### src/rtl/lc_cfg_loader.sv
// Logic-cell configuration loader: gathers 3-byte frames from a byte stream and
// shifts each 21-bit cbit frame MSB-first into the serial cell chain, then latches.
module lc_cfg_loader #(
  parameter int NUM_CELLS = 8,
  parameter int CBIT_W    = 21
) (
  input  logic       clk_i,
  input  logic       resetn_i,
  input  logic       start_i,
  input  logic       abort_i,
  input  logic       in_valid_i,
  input  logic [7:0] in_data_i,
  output logic       in_ready_o,
  output logic       prog_o,
  output logic       cfg_shift_o,
  output logic       cfg_sdo_o,
  output logic       cfg_latch_o,
  output logic       busy_o,
  output logic       done_o,
  output logic       err_o
);

  typedef enum logic [2:0] {S_IDLE, S_COLLECT, S_SHIFT, S_LATCH, S_DONE} state_e;

  localparam logic [7:0] LAST_CELL = 8'(NUM_CELLS - 1);
  localparam logic [4:0] LAST_BIT  = 5'(CBIT_W - 1);

  state_e              state_q;
  logic [1:0]          byte_q;
  logic [15:0]         lut_q;
  logic [CBIT_W-1:0]   sr_q;
  logic [4:0]          bit_q;
  logic [7:0]          cell_q, cell_d;
  logic                in_ready_q, prog_q, shift_q, sdo_q, latch_q, busy_q, done_q, err_q;

  assign cell_d = cell_q + 8'd1;

  always_ff @(posedge clk_i) begin
    if (!resetn_i) begin
      state_q    <= S_IDLE;
      byte_q     <= '0;
      lut_q      <= '0;
      sr_q       <= '0;
      bit_q      <= '0;
      cell_q     <= '0;
      in_ready_q <= 1'b0;
      prog_q     <= 1'b0;
      shift_q    <= 1'b0;
      sdo_q      <= 1'b0;
      latch_q    <= 1'b0;
      busy_q     <= 1'b0;
      done_q     <= 1'b0;
      err_q      <= 1'b0;
    end else if (abort_i) begin
      // err is deliberately kept so software can still see a prior format error
      state_q    <= S_IDLE;
      byte_q     <= '0;
      bit_q      <= '0;
      cell_q     <= '0;
      in_ready_q <= 1'b0;
      prog_q     <= 1'b0;
      shift_q    <= 1'b0;
      sdo_q      <= 1'b0;
      latch_q    <= 1'b0;
      busy_q     <= 1'b0;
      done_q     <= 1'b0;
    end else begin
      done_q  <= 1'b0;
      latch_q <= 1'b0;
      case (state_q)
        S_IDLE: begin
          if (start_i) begin
            state_q    <= S_COLLECT;
            err_q      <= 1'b0;
            cell_q     <= '0;
            byte_q     <= '0;
            in_ready_q <= 1'b1;
            prog_q     <= 1'b1;
            busy_q     <= 1'b1;
          end
        end
        S_COLLECT: begin
          if (in_valid_i && in_ready_q) begin
            case (byte_q)
              2'd0: begin
                lut_q[7:0] <= in_data_i;
                byte_q     <= 2'd1;
              end
              2'd1: begin
                lut_q[15:8] <= in_data_i;
                byte_q      <= 2'd2;
              end
              default: begin
                byte_q     <= '0;
                in_ready_q <= 1'b0;
                if (in_data_i[7:5] != 3'd0) begin
                  state_q <= S_IDLE;
                  err_q   <= 1'b1;
                  prog_q  <= 1'b0;
                  busy_q  <= 1'b0;
                end else begin
                  // C_ON goes out immediately; the rest waits MSB-aligned in sr_q
                  state_q <= S_SHIFT;
                  shift_q <= 1'b1;
                  sdo_q   <= in_data_i[4];
                  sr_q    <= {in_data_i[3:0], lut_q, 1'b0};
                  bit_q   <= '0;
                end
              end
            endcase
          end
        end
        S_SHIFT: begin
          if (bit_q == LAST_BIT) begin
            shift_q <= 1'b0;
            sdo_q   <= 1'b0;
            cell_q  <= cell_d;
            if (cell_q == LAST_CELL) begin
              state_q <= S_LATCH;
              latch_q <= 1'b1;
            end else begin
              state_q    <= S_COLLECT;
              in_ready_q <= 1'b1;
            end
          end else begin
            bit_q <= bit_q + 5'd1;
            sdo_q <= sr_q[CBIT_W-1];
            sr_q  <= {sr_q[CBIT_W-2:0], 1'b0};
          end
        end
        S_LATCH: begin
          state_q <= S_DONE;
          done_q  <= 1'b1;
        end
        S_DONE: begin
          state_q <= S_IDLE;
          prog_q  <= 1'b0;
          busy_q  <= 1'b0;
        end
        default: state_q <= S_IDLE;
      endcase
    end
  end

  assign in_ready_o  = in_ready_q;
  assign prog_o      = prog_q;
  assign cfg_shift_o = shift_q;
  assign cfg_sdo_o   = sdo_q;
  assign cfg_latch_o = latch_q;
  assign busy_o      = busy_q;
  assign done_o      = done_q;
  assign err_o       = err_q;

endmodule

### config.mk
export PLATFORM = sky130hd
export DESIGN_NAME = lc_cfg_loader
export DESIGN_NICKNAME = d
export VERILOG_FILES = /design/src/rtl/lc_cfg_loader.sv
export SDC_FILE = /design/constraint.sdc
export NUM_CORES = 1
export LEC_CHECK = 0
export ABC_CLOCK_PERIOD_IN_PS = 2400
export BUFFER_PORTS_ARGS = -buffer_cell sky130_fd_sc_hd__clkbuf_2
export CAP_MARGIN = 20
export CORE_MARGIN = 2
export CORE_UTILIZATION = 50
export DETAILED_ROUTE_END_ITERATION = 12
export HOLD_SLACK_MARGIN = 0.06
export MAX_ROUTING_LAYER = met4
export PLACE_DENSITY = 0.68
export SLEW_MARGIN = 5
export SYNTH_ARGS = -nofsm -noshare
export SYNTH_HDL_FRONTEND = slang
export SYNTH_SLANG_ARGS = --single-unit
### constraint.sdc
create_clock -name clk_i -period 2.4 [get_ports clk_i]
set_clock_uncertainty 0.1 [all_clocks]
set_input_delay 0.36 -clock clk_i [delete_from_list [all_inputs] [get_ports clk_i]]
set_output_delay 0.36 -clock clk_i [all_outputs]
set_load 0.01 [all_outputs]
Word-level counts from Yosys, hierarchy flattened:

Cells that the tools add are included.

* reductions and logical operators: 24
* $add $sub $neg: 2
* mux-type cells: 51
* equality and inequality tests: 15
* bitwise operators: 4

Operator list (count)
* $mux W21: 4
* $pmux W21 S2: 1
* $mux W1: 22
* $mux W5: 4
* $reduce_and A6 Y1: 3
* $mux W8: 2
* $ne A2 B2 Y1 const B: 8
* $pmux W8 S2: 1
* $reduce_and A4 Y1: 4
* $reduce_and A5 Y1: 3
* $mux W3: 4
* $pmux W3 S4: 1
* $pmux W5 S2: 1
* $reduce_bool A3 Y1: 3
* $add A8 B1 Y8 const B: 1
* $eq A8 B3 Y1 const B: 1
* $mux W2: 4
* $pmux W2 S2: 2
* $eq A3 B2 Y1 const B: 2
* $pmux W1 S2: 3
* $pmux W1 S3: 2
* $reduce_and A3 Y1: 2
* $reduce_bool A2 Y1: 3
* $add A5 B1 Y5 const B: 1
* 10 further kinds: 14

* word-level logic and storage cells: 110
* bits in registers: 62
* bits of input ports: 13

Longest topological paths before layout:

Gate-level depths: netlist of run 1.

* depth after elaboration: 5
* gate-level depth with buffers: 8
* gate-level depth less buffers: 6

Least setup slack after synthesis of run 1:

No wires, ideal clock.

* kind: flip-flop to flip-flop
* start point: register state_q[0]
* end point: register bit_q[3]
* cell stages (with the launch flop): 8
* path buffers: 3
* arrival time: 1.625 ns
* slack: 0.558 ns
* setup time: 0.117 ns
* cells stage by stage: dfxtp_1 buf_2 or3b_1 buf_2 o22ai_2 buf_6 nand3_1 a32o_1

* cells in the longest elaborated chain, start to end: 3

RTL lines
* from (decl): line 28 `state_e state_q;`
* from (signal assigned): line 40 `state_q <= S_IDLE;`
* from (signal assigned): line 56 `state_q <= S_IDLE;`
* from (signal assigned): line 73 `state_q <= S_COLLECT;`
* $eq A3 B2 Y1 / $eq A3 B1 Y1 (equally long branches): line 70 `case (state_q)`
* $ne A2 B2 Y1 (no source line) / $reduce_bool A2 Y1 (equally long branches)
* $reduce_and A5 Y1 (no source line)
* to (signal assigned): line 126 `bit_q <= bit_q + 5'd1;`
* to (decl): line 32 `logic [4:0] bit_q;`

Several ways; a longest one is shown, not always the timed one.
A chain may end at the register's enable or synchronous reset.

Worst setup path in the final report of run 1:

* start point: register state_q[2]
* end point: register lut_q[8]

* cells in the longest elaborated chain, start to end: 2

RTL lines
* $eq A3 B1 Y1: line 70
* $reduce_and A4 Y1 (no source line)
* to (signal assigned): line 90 `lut_q[15:8] <= in_data_i;`
* to (decl): line 30 `logic [15:0] lut_q;`

No other way between the ends.

==> out/qor.txt, run 1 <==
status: finished clean
top cell type by total area after synthesis: dfxtp_1
RD Place Congestion: 0.841
synthesized area per cell: 9.09 µm²
Core ar.: 0.00547 mm²
antenna violations before repair: 0
Final WS setup: 0.344 ns
RSZ-0062 raised after global routing: false
io pins: 21
CTS tree: done
cts repair resizes: 0
PortBufs: 20
Final min period: 2.06 ns
WHS Path Cells: 3
Root Buffer Master: clkbuf_8
WL final: 6.02 mm
Die W: 79.1 µm
final setup violation count: 0
Rel. slew slack: 60.3%
crit path kind: flip-flop to flip-flop
Worst-path clk slew: 0.07 ns
top-count cell post-synth: dfxtp_1
CP Data Arrival Time: 2.18 ns
Final Net Count: 344
post-route insts no fill: 405
routed via count: 2,317
Max-Cap Viols: 0
fin. max-slew vios: 0
Clock Latency Late Sink: 0.33 ns
Setup Buffers After CTS: 0
final hold violations: 0
GR Overflow Total: 0
Core Util, Final: 57.9%
DRC Markers: 0
number of buffers created by CTS: 9
Inserted Diodes: 0
Post-synth EDFFs: 0
warnings from Yosys: 0
reg2reg path depth: 4
Lkg Pwr: 1.36 nW
worst-case clock buffer depth: 2
CP Capture Type: flip-flop
vias in the first global route: 2,228
Final Cycle Share: 85.7%
post-DR vias/cell: 5.72
share of layout cells above drive strength 1: 15.6%
Site Rows: 27
pin count of the biggest net entering global routing: 38
actual slew at the worst max-slew pin: 0.595 ns
Power Density: 661 mW/mm²
f_max: 486 MHz
crit path max fanout: 8
startpoint types: flip-flop
WL/cell: 14.9 µm
CTS sink count: 61
cts hold-fix bufs: 0
top_reg_cell synth: dfxtp_1
sequential area share after synthesis: 43.4%
DRT Pass-1 Iters: 5
total track usage: 22.2%
1st-iter DRT viols: 166
total power: 2.10 mW
Worst EP required: 2.52 ns
hpwl dp: 3.89 mm
Detail Route Antenna Nets: 0
Hold Path Class: input pin to flip-flop
Yosys top cell area share: 43.4%
H-tree levels: 3
starting density of the core: 51.5%
dpl ws: 0.305 ns
Seq cells post-synth: 61
first-pass GRT wire length: 10.5 mm
worst vdd ir: 389 µV
die area: 0.00625 mm²
Area contributors post-synth: dfxtp_1 43%, o211a_1 6.8%, nand2_1 6.7%, mux2i_1 6.4%, nand4_1 4.4%
area grow syn2layout: 12.5%
asr flop ratio synth: 0%
count of cell types in the netlist: 43
Placed Cells: 389
post-synth net total: 326
Die H: 79.1 µm
Mapped Cells: 310
setup TNS: 0 ns
most frequent cells after synthesis: 61 x dfxtp_1, 50 x nand2_1, 20 x nand4_1, 20 x nor2b_1, 19 x o211a_1
synthesized area: 0.00282 mm²
## worst max-delay path, cell delays in order (launching register included)
cell	delay, ns
dfxtp_1	0.40
or3b_1	0.53
or3_1	0.60
mux2i_1	0.25
nor2b_1	0.06
## cells by family (layout without fill, tap and decap cells)
group | after synthesis | after routing | synth area share [%]
and+or+nand+nor | 139 | 139 | 27.3
AOI/OAI and AO/OA | 61 | 61 | 16.4
DFF | 61 | 61 | 43.4
buffers and inverters | 28 | 51 | 5.20
muxes | 18 | 18 | 6.40
adders and majority gates | 3 | 3 | 1.33
## worst paths after layout
path / from / slack, ns / end
worst min-delay path: resetn_i / 0.21 / err_o
worst max-delay path: state_q[2] / 0.34 / lut_q[8]
worst max register to register: state_q[2] / 0.34 / lut_q[8]
worst min register to register: cfg_shift_o / 0.36 / cfg_shift_o
## report_power, final
group          total (mW)  switching, mW  internal (mW)  leakage, nW
clock network       0.965          0.401          0.564        0.106
registers            1.02        0.00478           1.02        0.492
logic               0.107         0.0678         0.0391        0.759
## cell usage in the layout, fill, tap and decap left out, drive strengths merged, types with 2 or more instances in the layout
cell	count
a21oi	17
ha	3
nor4b	2
inv	4
nand4	20
nand3	11
nor3	4
or3	7
nand2	50
mux2i	18
and3	3
or4	4
nor2b	20
o31ai	6
nand2b	3
o21a	3
clkbuf	33
nor2	5
o21ai	7
buf	11
and2	3
dfxtp	61
or3b	2
nor3b	2
o211a	19
a32oi	2
## sequential cells by signal (all words and copies together) (netlist names), 2 cells and up
register / flops
bit_q: 5
byte_q: 2
cell_q: 8
lut_q: 16
sr_q: 20
state_q: 3
## area by class of cell
type                    instances  area, µm²
fillers                       512       2300
multi-input cells             221       1450
flip-flops and latches         61       1220
repair buffers                 31        183
clock buffers                  13        169
well taps                      72       90.1
clock inverters                 3       42.5
inverters                       4       15.0
## through the flow
step                      hold WS (ns)  instance area, µm²
after floorplan                  0.335                2820
after global placement           0.344                2960
after detailed placement         0.349                2960
after CTS                        0.204                3170
after global routing             0.221                3170
final                            0.206                3170
## routing by layer
metal	vias to the layer above	track usage, %	wire length [µm]
met3	6	6.48	184
met1	1123	29.4	3100
li1	1160	-	-
met2	28	33.3	2680
met5	-	-	0
met4	0	6.38	54
Note: power is estimated with default switching activity, not from simulation.
==> inputs of run 2 (changes only) <==
--- a/config.mk
+++ b/config.mk
@@ -9,11 +9,11 @@
 export BUFFER_PORTS_ARGS = -buffer_cell sky130_fd_sc_hd__clkbuf_2
 export CAP_MARGIN = 20
 export CORE_MARGIN = 2
-export CORE_UTILIZATION = 50
+export CORE_UTILIZATION = 40
 export DETAILED_ROUTE_END_ITERATION = 12
 export HOLD_SLACK_MARGIN = 0.06
 export MAX_ROUTING_LAYER = met4
-export PLACE_DENSITY = 0.68
+export PLACE_DENSITY = 0.57
 export SLEW_MARGIN = 5
 export SYNTH_ARGS = -nofsm -noshare
 export SYNTH_HDL_FRONTEND = slang
==> run 2 against run 1 <==
  * Sequential share of layout area shrank 0.33 points
  * Critical path type unchanged
  * Worst setup slack better by 0.038 ns
  * Sequential cell count did not move
==> out/qor.txt, run 2 (same netlist as run 1, synthesis figures left out) <==
routed via count: 2,268 (-2.1%)
io pins: 21 (unchanged)
Clock Latency Late Sink: 0.35 ns (+0.02 ns)
antenna violations before repair: 0 (unchanged)
vias in the first global route: 2,061 (-7.5%)
CP Capture Type: flip-flop
Final Net Count: 344 (unchanged)
Worst EP required: 2.54 ns (+0.02 ns)
worst-case clock buffer depth: 2 (unchanged)
Die H: 87.9 µm (+11%)
setup TNS: 0 ns (unchanged)
critical path cell sequence: or3b_1 -> or3_1 -> mux2i_1 -> nor2b_1
post-DR vias/cell: 5.29 (-7.6%)
Root Buffer Master: clkbuf_8
pin count of the biggest net entering global routing: 40 (+5.3%)
WHS Endpoint: lut_q[13]
multi-input logic area: 0.00145 mm² (unchanged)
most flop-heavy register: sr_q
Final Cycle Share: 84.1% (-1.6 points)
CP max-delay cell: or3_1
largest registers: sr_q (20), lut_q (16), cell_q (8)
die area: 0.00773 mm² (+24%)
Hold Path Class: input pin to flip-flop
FF-to-FF End: lut_q[8]
PortBufs: 20 (unchanged)
Inserted Diodes: 0 (unchanged)
Lkg Pwr: 1.35 nW (-0.46%)
Max-Cap Viols: 0 (unchanged)
Clock Power Share: 45.9% (about the same)
Sw Ratio: 24.6% (+2.0 points)
CTS tree: done
DRT Pass-1 Iters: 4 (-1)
crit path kind: flip-flop to flip-flop
startpoint types: flip-flop
DRC Markers: 0 (unchanged)
internal power: 1.57 mW (-3.1%)
R2R Setup Slk: 0.38 ns (+0.04 ns)
max reg flops: 20 (unchanged)
Core ar.: 0.00679 mm² (+24%)
H-tree levels: 3 (unchanged)
starting density of the core: 41.5% (-10 points)
status: finished clean
RSZ-0062 raised after global routing: false
f_max: 496 MHz (+1.9%)
total track usage: 18.0% (-4.3 points)
CP Data Arrival Time: 2.15 ns (-0.03 ns)
commonest non-fill, non-tap cell in the layout: dfxtp_1
Detail Route Antenna Nets: 0 (unchanged)
RD Place Congestion: 0.821 (-2.4%)
area grow syn2layout: 13.5%
CTS sink count: 61 (unchanged)
final setup violation count: 0 (unchanged)
fill count: 667 (+30%)
Die W: 87.9 µm (+11%)
Buf/Inv on CP: 0 (unchanged)
Comb pwr share: 5.1% (about the same)
WL final: 6.22 mm (+3.3%)
sequential fraction of design power: 49.1% (+0.2 points)
GR Overflow Total: 0 (unchanged)
number of buffers created by CTS: 9 (unchanged)
Hold Startpoint: in_data_i[5]
FF+latch area: 0.00122 mm² (unchanged)
worst vdd ir: 358 µV (-8.0%)
CP delay by family, top: simple AND/OR/NAND/NOR gates
Net Switching: 514 µW (+8.5%)
hpwl dp: 4.14 mm (+6.5%)
Final min period: 2.02 ns (-0.0382 ns)
Reg2Reg Launch Point: state_q[2]
Site Rows: 30 (+11%)
Worst-path clk slew: 0.07 ns (about the same)
WHS Path Cells: 3 (unchanged)
WL/cell: 14.5 µm (-2.5%)
Rel. slew slack: 57.1% (-3.2 points)
most frequent cells in the layout: 61 x dfxtp_1, 50 x nand2_1, 20 x nor2b_1, 20 x nand4_1, 20 x clkbuf_2
fin. max-slew vios: 0 (unchanged)
share of layout cells above drive strength 1: 15.9% (+0.30 points)
peak per-stage delay on the critical path: 0.60 ns (about the same)
crit path max fanout: 8 (unchanged)
final hold slack: 0.213 ns (+0.00740 ns)
actual slew at the worst max-slew pin: 0.642 ns (+0.0472 ns)
cts repair resizes: 0 (unchanged)
final hold violations: 0 (unchanged)
Setup Buffers After CTS: 0 (unchanged)
first-pass GRT wire length: 10.3 mm (-2.4%)
1st-iter DRT viols: 113 (-32%)
reg2reg path depth: 4 (unchanged)
Power Density: 652 mW/mm² (-1.4%)
cts hold-fix bufs: 0 (unchanged)
[run 2: cell count changes in the layout (fill, tap and decap cells not counted), sizes merged]
cell      change
clkbuf        -3
clkinvlp      +1
inv           +1
clkinv        +1
[run 2: power by group through the flow]
stage	registers [mW]	logic (mW)	clock network (mW)
2_1_floorplan	1.05	0.0664	0
3_3_place_gp	1.05	0.106	0
3_5_place_dp	1.05	0.106	0
4_1_cts	1.02	0.106	0.979
5_1_grt	1.02	0.115	1.03
6_report	1.02	0.105	0.956
[run 2: area by class of cell]
| class | instances | area share, % |
|---|---|---|
| Clock buffer | 10 | 4.31 |
| Inverter | 4 | 0.470 |
| Multi-Input combinational cell | 221 | 45.3 |
| Sequential cell | 61 | 38.2 |
| Timing Repair Buffer | 31 | 5.71 |
| Clock inverter | 6 | 2.23 |
| Tap cell | 96 | 3.76 |
[run 2: worst max path at each step]
| stage | startpoint | endpoint | slack, ns | cells after the start |
|---|---|---|---|---|
| floorplan | state_q[0] | bit_q[3] | 0.56 | 7 |
| global placement | abort_i | lut_q[13] | 0.34 | 5 |
| detailed placement | abort_i | lut_q[8] | 0.30 | 5 |
| CTS | state_q[2] | lut_q[8] | 0.37 | 4 |
| global route | bit_q[0] | in_ready_o | 0.26 | 7 |
| finish | state_q[2] | lut_q[8] | 0.38 | 4 |
[run 2: worst min-delay path, cell delays in order]
cell      delay, ns
clkbuf_2       0.11
mux2i_1        0.06
nor2b_1        0.09
[run 2: stage by stage]
step / instance area, µm² / power (mW) / worst slack (ns) / instances / utilization, %
final: 3200 / 2.09 / 0.382 / 429 / 47.1
after CTS: 3200 / 2.11 / 0.374 / 429 / 47.1
after floorplan: 2820 / 1.11 / 0.558 / 310 / -
after detailed placement: 2990 / 1.15 / 0.305 / 413 / 44.0
after global routing: 3200 / 2.17 / 0.263 / 429 / 47.1
after global placement: 2990 / 1.15 / 0.335 / 413 / 44.0
[run 2: per-layer routing]
metal | up-vias | part of all wire (%) | GRT usage (%)
met4 | 0 | 2.0 | 10.1
met2 | 41 | 43 | 23.6
met1 | 1050 | 51 | 25.5
li1 | 1165 | - | -
met3 | 12 | 3.4 | 3.58
met5 | - | 0 | -
